--- src/rtl/cache_bram_ctrl.sv ---
// Port controller for one simple-dual-port cache BRAM: clears the array after reset or on request,
// arbitrates refill/store writes on port A, and sequences port-B reads with write-to-read bypass.
module cache_bram_ctrl #(
  parameter int DATA_SIZE = 32,
  parameter int ADDR_SIZE = 7
) (
  input  logic                 i_clk,
  input  logic                 i_rst,
  input  logic                 i_init_req,
  output logic                 o_busy,
  output logic                 o_init_done,
  input  logic                 i_rf_valid,
  output logic                 o_rf_ready,
  input  logic [ADDR_SIZE-1:0] i_rf_addr,
  input  logic [DATA_SIZE-1:0] i_rf_data,
  input  logic                 i_st_valid,
  output logic                 o_st_ready,
  input  logic [ADDR_SIZE-1:0] i_st_addr,
  input  logic [DATA_SIZE-1:0] i_st_data,
  input  logic [3:0]           i_st_strb,
  input  logic                 i_rd_valid,
  output logic                 o_rd_ready,
  input  logic [ADDR_SIZE-1:0] i_rd_addr,
  output logic                 o_rd_rvalid,
  output logic [DATA_SIZE-1:0] o_rd_rdata,
  output logic                 o_ena,
  output logic [3:0]           o_wea,
  output logic [ADDR_SIZE-1:0] o_addra,
  output logic [DATA_SIZE-1:0] o_dina,
  output logic                 o_enb,
  output logic [ADDR_SIZE-1:0] o_addrb,
  input  logic [DATA_SIZE-1:0] i_doutb
);

  typedef enum logic {ST_INIT, ST_IDLE} state_t;

  state_t               r_state;
  logic [ADDR_SIZE-1:0] r_cnt;
  logic [2:0]           r_starve;
  logic                 r_busy;
  logic                 r_init_done;
  logic                 r_rvalid;
  logic [DATA_SIZE-1:0] r_byp_data;
  logic [DATA_SIZE-1:0] r_byp_mask;

  logic                 w_idle;
  logic                 w_st_prio;
  logic                 w_gnt_rf;
  logic                 w_gnt_st;
  logic                 w_rd_acc;
  logic [DATA_SIZE-1:0] w_mask;

  assign w_idle     = (r_state == ST_IDLE);
  assign w_st_prio  = (r_starve == 3'd4);
  assign o_rf_ready = w_idle && !(i_st_valid && w_st_prio);
  assign o_st_ready = w_idle && (!i_rf_valid || w_st_prio);
  assign w_gnt_rf   = i_rf_valid && o_rf_ready;
  assign w_gnt_st   = i_st_valid && o_st_ready;
  assign o_rd_ready = w_idle;
  assign w_rd_acc   = i_rd_valid && w_idle;

  assign o_enb       = w_rd_acc;
  assign o_addrb     = i_rd_addr;
  assign o_busy      = r_busy;
  assign o_init_done = r_init_done;
  assign o_rd_rvalid = r_rvalid;

  // Merge the same-cycle write over the BRAM's read-old-data output.
  assign o_rd_rdata = r_rvalid ? ((r_byp_data & r_byp_mask) | (i_doutb & ~r_byp_mask)) : '0;

  always_comb begin
    o_ena   = 1'b0;
    o_wea   = '0;
    o_addra = '0;
    o_dina  = '0;
    if (!w_idle) begin
      o_ena   = 1'b1;
      o_wea   = '1;
      o_addra = r_cnt;
    end else if (w_gnt_rf) begin
      o_ena   = 1'b1;
      o_wea   = '1;
      o_addra = i_rf_addr;
      o_dina  = i_rf_data;
    end else if (w_gnt_st) begin
      o_ena   = 1'b1;
      o_wea   = i_st_strb;
      o_addra = i_st_addr;
      o_dina  = i_st_data;
    end
  end

  always_comb begin
    w_mask = '0;
    for (int unsigned b = 0; b < 4; b++) begin
      w_mask[b*8 +: 8] = {8{o_wea[b]}};
    end
  end

  always_ff @(posedge i_clk or posedge i_rst) begin
    if (i_rst) begin
      r_state     <= ST_INIT;
      r_cnt       <= '0;
      r_starve    <= '0;
      r_busy      <= 1'b1;
      r_init_done <= 1'b0;
      r_rvalid    <= 1'b0;
      r_byp_data  <= '0;
      r_byp_mask  <= '0;
    end else begin
      r_init_done <= 1'b0;
      r_rvalid    <= w_rd_acc;
      r_byp_data  <= o_dina;
      if (w_rd_acc && (w_gnt_rf || w_gnt_st) && (o_addra == i_rd_addr)) begin
        r_byp_mask <= w_mask;
      end else begin
        r_byp_mask <= '0;
      end

      if (w_gnt_rf && i_st_valid) begin
        r_starve <= r_starve + 3'd1;
      end else if (w_gnt_st || !i_st_valid) begin
        r_starve <= '0;
      end

      case (r_state)
        ST_INIT: begin
          r_cnt <= r_cnt + 1'b1;
          if (r_cnt == '1) begin
            r_state     <= ST_IDLE;
            r_busy      <= 1'b0;
            r_init_done <= 1'b1;
          end
        end
        ST_IDLE: begin
          if (i_init_req) begin
            r_state <= ST_INIT;
            r_cnt   <= '0;
            r_busy  <= 1'b1;
          end
        end
        default: begin
          r_state <= ST_INIT;
          r_cnt   <= '0;
          r_busy  <= 1'b1;
        end
      endcase
    end
  end

endmodule

--- config.mk ---
export PLATFORM = sky130hd
export DESIGN_NAME = cache_bram_ctrl
export DESIGN_NICKNAME = d
export VERILOG_FILES = /design/src/rtl/cache_bram_ctrl.sv
export SDC_FILE = /design/constraint.sdc
export NUM_CORES = 1
export LEC_CHECK = 0
export CORE_ASPECT_RATIO = 0.9
export CORE_MARGIN = 1.5
export CORE_UTILIZATION = 38
export CTS_CLUSTER_SIZE = 30
export DETAILED_ROUTE_END_ITERATION = 7
export GPL_TIMING_DRIVEN = 1
export PLACE_DENSITY = 0.86
export SLEW_MARGIN = 20
export SYNTH_ARGS = -nofsm -noshare
export SYNTH_HDL_FRONTEND = slang
export SYNTH_SLANG_ARGS = --single-unit
--- constraint.sdc ---
create_clock -name i_clk -period 3.1 [get_ports i_clk]
set_input_delay 0.31 -clock i_clk [delete_from_list [all_inputs] [get_ports i_clk]]
set_output_delay 0.31 -clock i_clk [all_outputs]
set_load 0.01 [all_outputs]
==> results.json, run 1 <==
{
  "clock_sinks": 50,
  "yosysTopAreaCell": "dfrtp_1",
  "hpwl_mm": 8.640,
  "m1WireLength_mm": 4.258,
  "max_slew_margin": 0.4569,
  "finalSetupViolCount": 0,
  "finalCriticalPeriod_ns": 2.903,
  "grt_setup_unrepaired": "false",
  "finalCritPeriodShare": 0.9366,
  "finalHoldViolations": 0,
  "ant_nets": 0,
  "dpl_cell_area_sq_um": 5195,
  "ios": 217,
  "arrival_ns": 2.59,
  "diodes": 0,
  "fin_area_sq_um": 5275,
  "finalMaxSlewViolations": 0,
  "cts_buffers": 5,
  "fmaxAchievable_mhz": 344.4,
  "yosysMostFrequentCell": "dfrtp_1",
  "highest_layer": "met4",
  "ys_seq_elements": 50,
  "cp-start-kind": "flip-flop",
  "synth-seq-area-share": 0.4183,
  "syn2layout_area_growth_pct": 76.18,
  "fin_util": 0.6957,
  "yosys_warnings": 0,
  "avgSynthCellArea_sq_um": 9.690,
  "endpoint_kind": "primary output",
  "first_iter_violations": 148,
  "final.fill_count": 609,
  "wl_met3_mm": 1.021,
  "die_h_microns": 87.21,
  "synth_edf_count": 0,
  "row_count": 30,
  "core_sq_um": 7582,
  "grt_use_total": 0.2542,
  "syn_nets": 439,
  "start_util": 0.3949,
  "die_w_microns": 96.57,
  "ir_drop_mv": 0.3913,
  "worst_slack_ns": 0.1965,
  "cts_hold_buf": 0,
  "p_per_area_nw_per_um2": 336.7,
  "layout-drive-gt1-share": 0.04094,
  "tightestPinTransition_ns": 0.8147,
  "clockBufferDepth": 2,
  "synth_top_cell_area_share": 0.4095,
  "h-tree-depth": 2,
  "drv_cap": 0,
  "crit_required_ns": 2.79,
  "synth_cell_types": 44,
  "grt_pass1_vias": 3277,
  "drcViolationCount": 0,
  "synthArstFlopShare": 1.000,
  "synthCells": 309,
  "cts_root_buffer": "clkbuf_8",
  "preCtsSetupSlack_ns": 0.3262,
  "grt_antenna_before_repair": 0,
  "synth.top_cells.by_area": "dfrtp_1 (41%), mux2i_1 (11%), a22o_1 (9.4%), nor2b_1 (7.1%), nand2_1 (4.0%)",
  "p_leak_nw": 2.098,
  "ctsResizeCount": 0,
  "vias": 3227,
  "grt_max_degree": 51,
  "wl_met2_mm": 5.441,
  "ys_top_cells_by_count": "dfrtp_1 (49), nor2b_1 (34), mux2i_1 (33)",
  "gp_congestion": 0.9086,
  "p_total_mw": 1.776,
  "routed_via_density": 5.299,
  "worstSkewPairLatency_ns": 0.30,
  "io_buffers": 216,
  "cts_setup_buffers": 0,
  "dieArea_sq_um": 8421,
  "nets": 643,
  "fin_skew_ns": 0.01003,
  "tns_ns": 0,
  "wl_per_cell_microns": 17.98,
  "status": "complete, no violations",
  "synthFlopType": "dfrtp_1",
  "crit_type": "reg -> out",
  "first_pass_iters": 5,
  "clkTransAtPathRegs_ns": 0.09,
  "grt_pass1_wl_mm": 16.18,
  "syn_area_sq_um": 2994,
  "min_path_type": "in -> async",
  "wirelength_mm": 10.95,
  "grt_overflow": 0,
  "cts_tree": "done",
  "critPathMaxFanout": 19
}
==> final cells by class <==
| class | count | area (sq um) | share of cell area |
|---|---|---|---|
| flip-flops and latches | 50 | 1252 | 0.2374 |
| clock buffers | 6 | 72.57 | 0.01376 |
| multi-input cells | 220 | 1551 | 0.2941 |
| inverters | 11 | 41.29 | 0.007827 |
| repair buffers | 225 | 2230 | 0.4227 |
| clock inverters | 1 | 7.507 | 0.001423 |
| well taps | 96 | 120.1 | 0.02277 |
==> kinds of logic after synthesis <==
group           share of synthesized area
mux                                0.1103
fa+ha+maj                         0.01254
simple gates                       0.2056
xor+xnor                         0.008777
compound gates                     0.1801
buf+inv                           0.06435
flops                              0.4183
==> sequential cells by signal (all words and copies together) (netlist names) <==
name         flops
r_cnt            7
o_rd_rvalid      1
r_starve         3
o_init_done      1
o_rd_ready       1
r_byp_mask       4
o_busy           1
r_byp_data      32
==> per-stage QoR <==
step,hold WS [ns],std cells
5_1_grt,0.5423,609
2_1_floorplan,0.3991,309
3_5_place_dp,0.4921,602
6_report,0.4995,609
3_3_place_gp,0.4705,602
4_1_cts,0.5087,609
==> worst paths after layout <==
check	from	end	slack, ns	cells past startpoint
setup / recovery	r_starve[0]	o_addra[2]	0.20	7
hold / removal	i_rst	r_byp_data[13]	0.50	3
setup reg to reg	r_starve[0]	r_byp_mask[30]	0.61	8
hold reg to reg	r_cnt[6]	o_busy	0.50	1
max in group asynchronous	i_rst	r_starve[2]	2.16	3
min in group i_clk	r_cnt[6]	o_busy	0.50	1
==> power breakdown <==
part,internal [mW],switching [mW],total [mW]
logic,0.372,0.260,0.632
registers,0.708,0.0603,0.769
clock network,0.156,0.220,0.375
total,1.24,0.540,1.78
==> placed cells by master, fill, tap and decap left out, types with 3 or more instances in the layout <==
cell / n
o311ai_1: 3
inv_1: 10
buf_4: 9
a21oi_1: 3
and2_1: 4
nor2b_1: 34
or3_1: 6
dfrtp_1: 49
o32a_1: 3
ha_1: 3
clkdlybuf4s50_1: 216
clkbuf_8: 5
o21ai_0: 8
nand3_1: 8
mux2i_1: 33
nor4b_1: 4
nor2_1: 10
a22o_1: 32
and3_1: 6
nand2_1: 32
nand2b_1: 3
==> worst max-delay path, stage by stage (launching register included) <==
cell	delay [ns]
dfrtp_1	0.41
inv_1	0.08
ha_1	0.24
and3_1	0.42
nor2_2	0.08
buf_4	0.22
a221o_1	0.33
clkdlybuf4s50_1	0.49
==> per-layer routing <==
| metal | vias up | track usage |
|---|---|---|
| met2 | 160 | 0.4514 |
| met4 | 0 | 0.08037 |
| met3 | 20 | 0.06108 |
| met5 | - | 0 |
| met1 | 1540 | 0.2997 |
| li1 | 1507 | - |
No activity file was read; power rests on OpenSTA's default activity.
==> run 2, diff against run 1 <==
--- a/config.mk
+++ b/config.mk
@@ -12,6 +12,7 @@
 export DETAILED_ROUTE_END_ITERATION = 7
 export GPL_TIMING_DRIVEN = 1
 export PLACE_DENSITY = 0.86
+export REMOVE_ABC_BUFFERS = 1
 export SLEW_MARGIN = 20
 export SYNTH_ARGS = -nofsm -noshare
 export SYNTH_HDL_FRONTEND = slang
==> run 2 against run 1 <==
Clock power rose by 13%; sequential share of layout area decreased by 0.17 points; cell area grew 0.74%; register-to-register slack better by 0.11 ns; routed wire length decreased by 1.3%; die area did not move; critical path depth unchanged; via count down 2.0%; first-iteration DRC count grew 4.7%; critical endpoint unchanged; highest routed layer unchanged.
==> results.json, run 2 (synthesized netlist as in run 1, its figures left out) <==
{
  "status": "complete, no violations",
  "finalMaxSlewViolations": 0,
  "fin_area_sq_um": 5314,
  "ios": 217,
  "grt_use_total": 0.2486,
  "final_common_cell": "clkdlybuf4s50_1",
  "routed_via_density": 5.185,
  "cts_setup_buffers": 0,
  "worstSkewPairLatency_ns": 0.30,
  "cts_hold_buf": 0,
  "tightestPinTransition_ns": 0.9407,
  "max_slew_margin": 0.3729,
  "h-tree-depth": 2,
  "final_cell_mix": "clkdlybuf4s50_1 (216), dfrtp_1 (49), nor2b_1 (34)",
  "largest_register_ff_count": 32,
  "die_w_microns": 96.57,
  "layout-drive-gt1-share": 0.04475,
  "ant_nets": 0,
  "top_regs": "r_byp_data x32, r_cnt x7, r_byp_mask x4",
  "grt_pass1_vias": 3174,
  "core_sq_um": 7582,
  "vias": 3163,
  "wl_per_cell_microns": 17.71,
  "m1WireLength_mm": 4.019,
  "hpwl_mm": 8.533,
  "top_register": "r_byp_data",
  "first_pass_iters": 4,
  "drcViolationCount": 0,
  "p_per_area_nw_per_um2": 345.2,
  "grt_setup_unrepaired": "false",
  "tns_ns": 0,
  "crit_required_ns": 2.79,
  "finalHoldViolations": 0,
  "clockBufferDepth": 2,
  "cts_buffers": 5,
  "fin_skew_ns": 0.01396,
  "min_path_type": "in -> async",
  "crit_chain": "inv_1 -> ha_1 -> and3_1 -> nor2_2 -> buf_4 -> a221o_1 -> clkdlybuf4s50_1",
  "crit_type": "reg -> out",
  "wirelength_mm": 10.80,
  "fmaxAchievable_mhz": 355.6,
  "start_util": 0.3949,
  "highest_layer": "met4",
  "finalSetupViolCount": 0,
  "arrival_ns": 2.50,
  "row_count": 30,
  "first_iter_violations": 155,
  "critPathMaxFanout": 12,
  "finalCriticalPeriod_ns": 2.812,
  "grt_pass1_wl_mm": 15.73,
  "drv_cap": 0,
  "p_leak_nw": 2.116,
  "wl_met3_mm": 1.092,
  "gp_congestion": 0.8678,
  "dpl_cell_area_sq_um": 5207,
  "finalCritPeriodShare": 0.9071,
  "critPathBufInv": 3,
  "clkTransAtPathRegs_ns": 0.10,
  "cts_tree": "done",
  "grt_antenna_before_repair": 0,
  "grt_max_degree": 51,
  "clock_sinks": 50,
  "grt_overflow": 0,
  "timing.hold.ws_ns": 0.4907,
  "diodes": 0,
  "die_h_microns": 87.21,
  "wl_met2_mm": 5.548,
  "syn2layout_area_growth_pct": 77.48,
  "cp-start-kind": "flip-flop",
  "cp_top_family": "buffers and inverters",
  "cts_root_buffer": "clkbuf_8",
  "endpoint_kind": "primary output",
  "critPathMaxStageDelay_ns": 0.50,
  "ir_drop_mv": 0.2767,
  "cp_slowest_cell": "clkdlybuf4s50_1",
  "io_buffers": 216,
  "nets": 643,
  "dieArea_sq_um": 8421,
  "ctsResizeCount": 0
}
==> run 2: cell count changes in the layout (fill, tap and decap cells not counted) <==
cell	before	now
buf_12	0	1
buf_4	9	8
clkbuf_1	1	0
clkbuf_8	5	7
clkinv_2	0	1
clkinv_4	0	1
clkinvlp_4	1	0
inv_2	1	0
==> run 2: per-stage QoR <==
stage / std cells / power, mW / util / setup WS [ns]
2_1_floorplan: 281 / 1.038 / - / 0.1319
4_1_cts: 610 / 1.851 / 0.7007 / 0.2603
3_3_place_gp: 602 / 1.397 / 0.6868 / 0.4172
3_5_place_dp: 602 / 1.420 / 0.6868 / 0.3786
6_report: 610 / 1.834 / 0.7008 / 0.2881
5_1_grt: 610 / 1.937 / 0.7008 / 0.1384
==> run 2: power breakdown <==
part / internal (mW) / total [mW] / switching (mW)
Clock: 0.205 / 0.425 / 0.220
Combinational: 0.371 / 0.639 / 0.268
Sequential: 0.708 / 0.770 / 0.0619
Total: 1.28 / 1.83 / 0.550
==> run 2: layout make-up <==
cell class,instances,area (sq um)
flip-flops and latches,50,1252
clock buffers,7,96.34
fillers,584,2268
well taps,96,120.1
repair buffers,225,2242
inverters,11,42.54
clock inverters,1,8.758
multi-input cells,220,1551
==> run 2: final timing paths <==
check                                 start             end  slack, ns  cells after the start
max in group asynchronous             i_rst     r_starve[0]       2.07                      2
min in group i_clk                 r_cnt[6]          o_busy       0.51                      1
worst min register to register     r_cnt[6]          o_busy       0.51                      1
worst max register to register  r_starve[0]  r_byp_mask[23]       0.72                      8
worst max-delay path            r_starve[0]      o_addra[2]       0.29                      7
worst min-delay path                  i_rst  r_byp_data[23]       0.49                      2
==> run 2: metal layers <==
layer	up-vias	track usage
met5	-	0
met3	12	0.08028
li1	1504	-
met2	149	0.4482
met1	1498	0.2810
met4	0	0.06192
==> run 3, diff against run 2 <==
--- a/config.mk
+++ b/config.mk
@@ -5,6 +5,7 @@
 export SDC_FILE = /design/constraint.sdc
 export NUM_CORES = 1
 export LEC_CHECK = 0
+export ABC_CLOCK_PERIOD_IN_PS = 3100
 export CORE_ASPECT_RATIO = 0.9
 export CORE_MARGIN = 1.5
 export CORE_UTILIZATION = 38
==> results of run 3 <==
Final layout, timing and power as in run 2 (identical DEF).
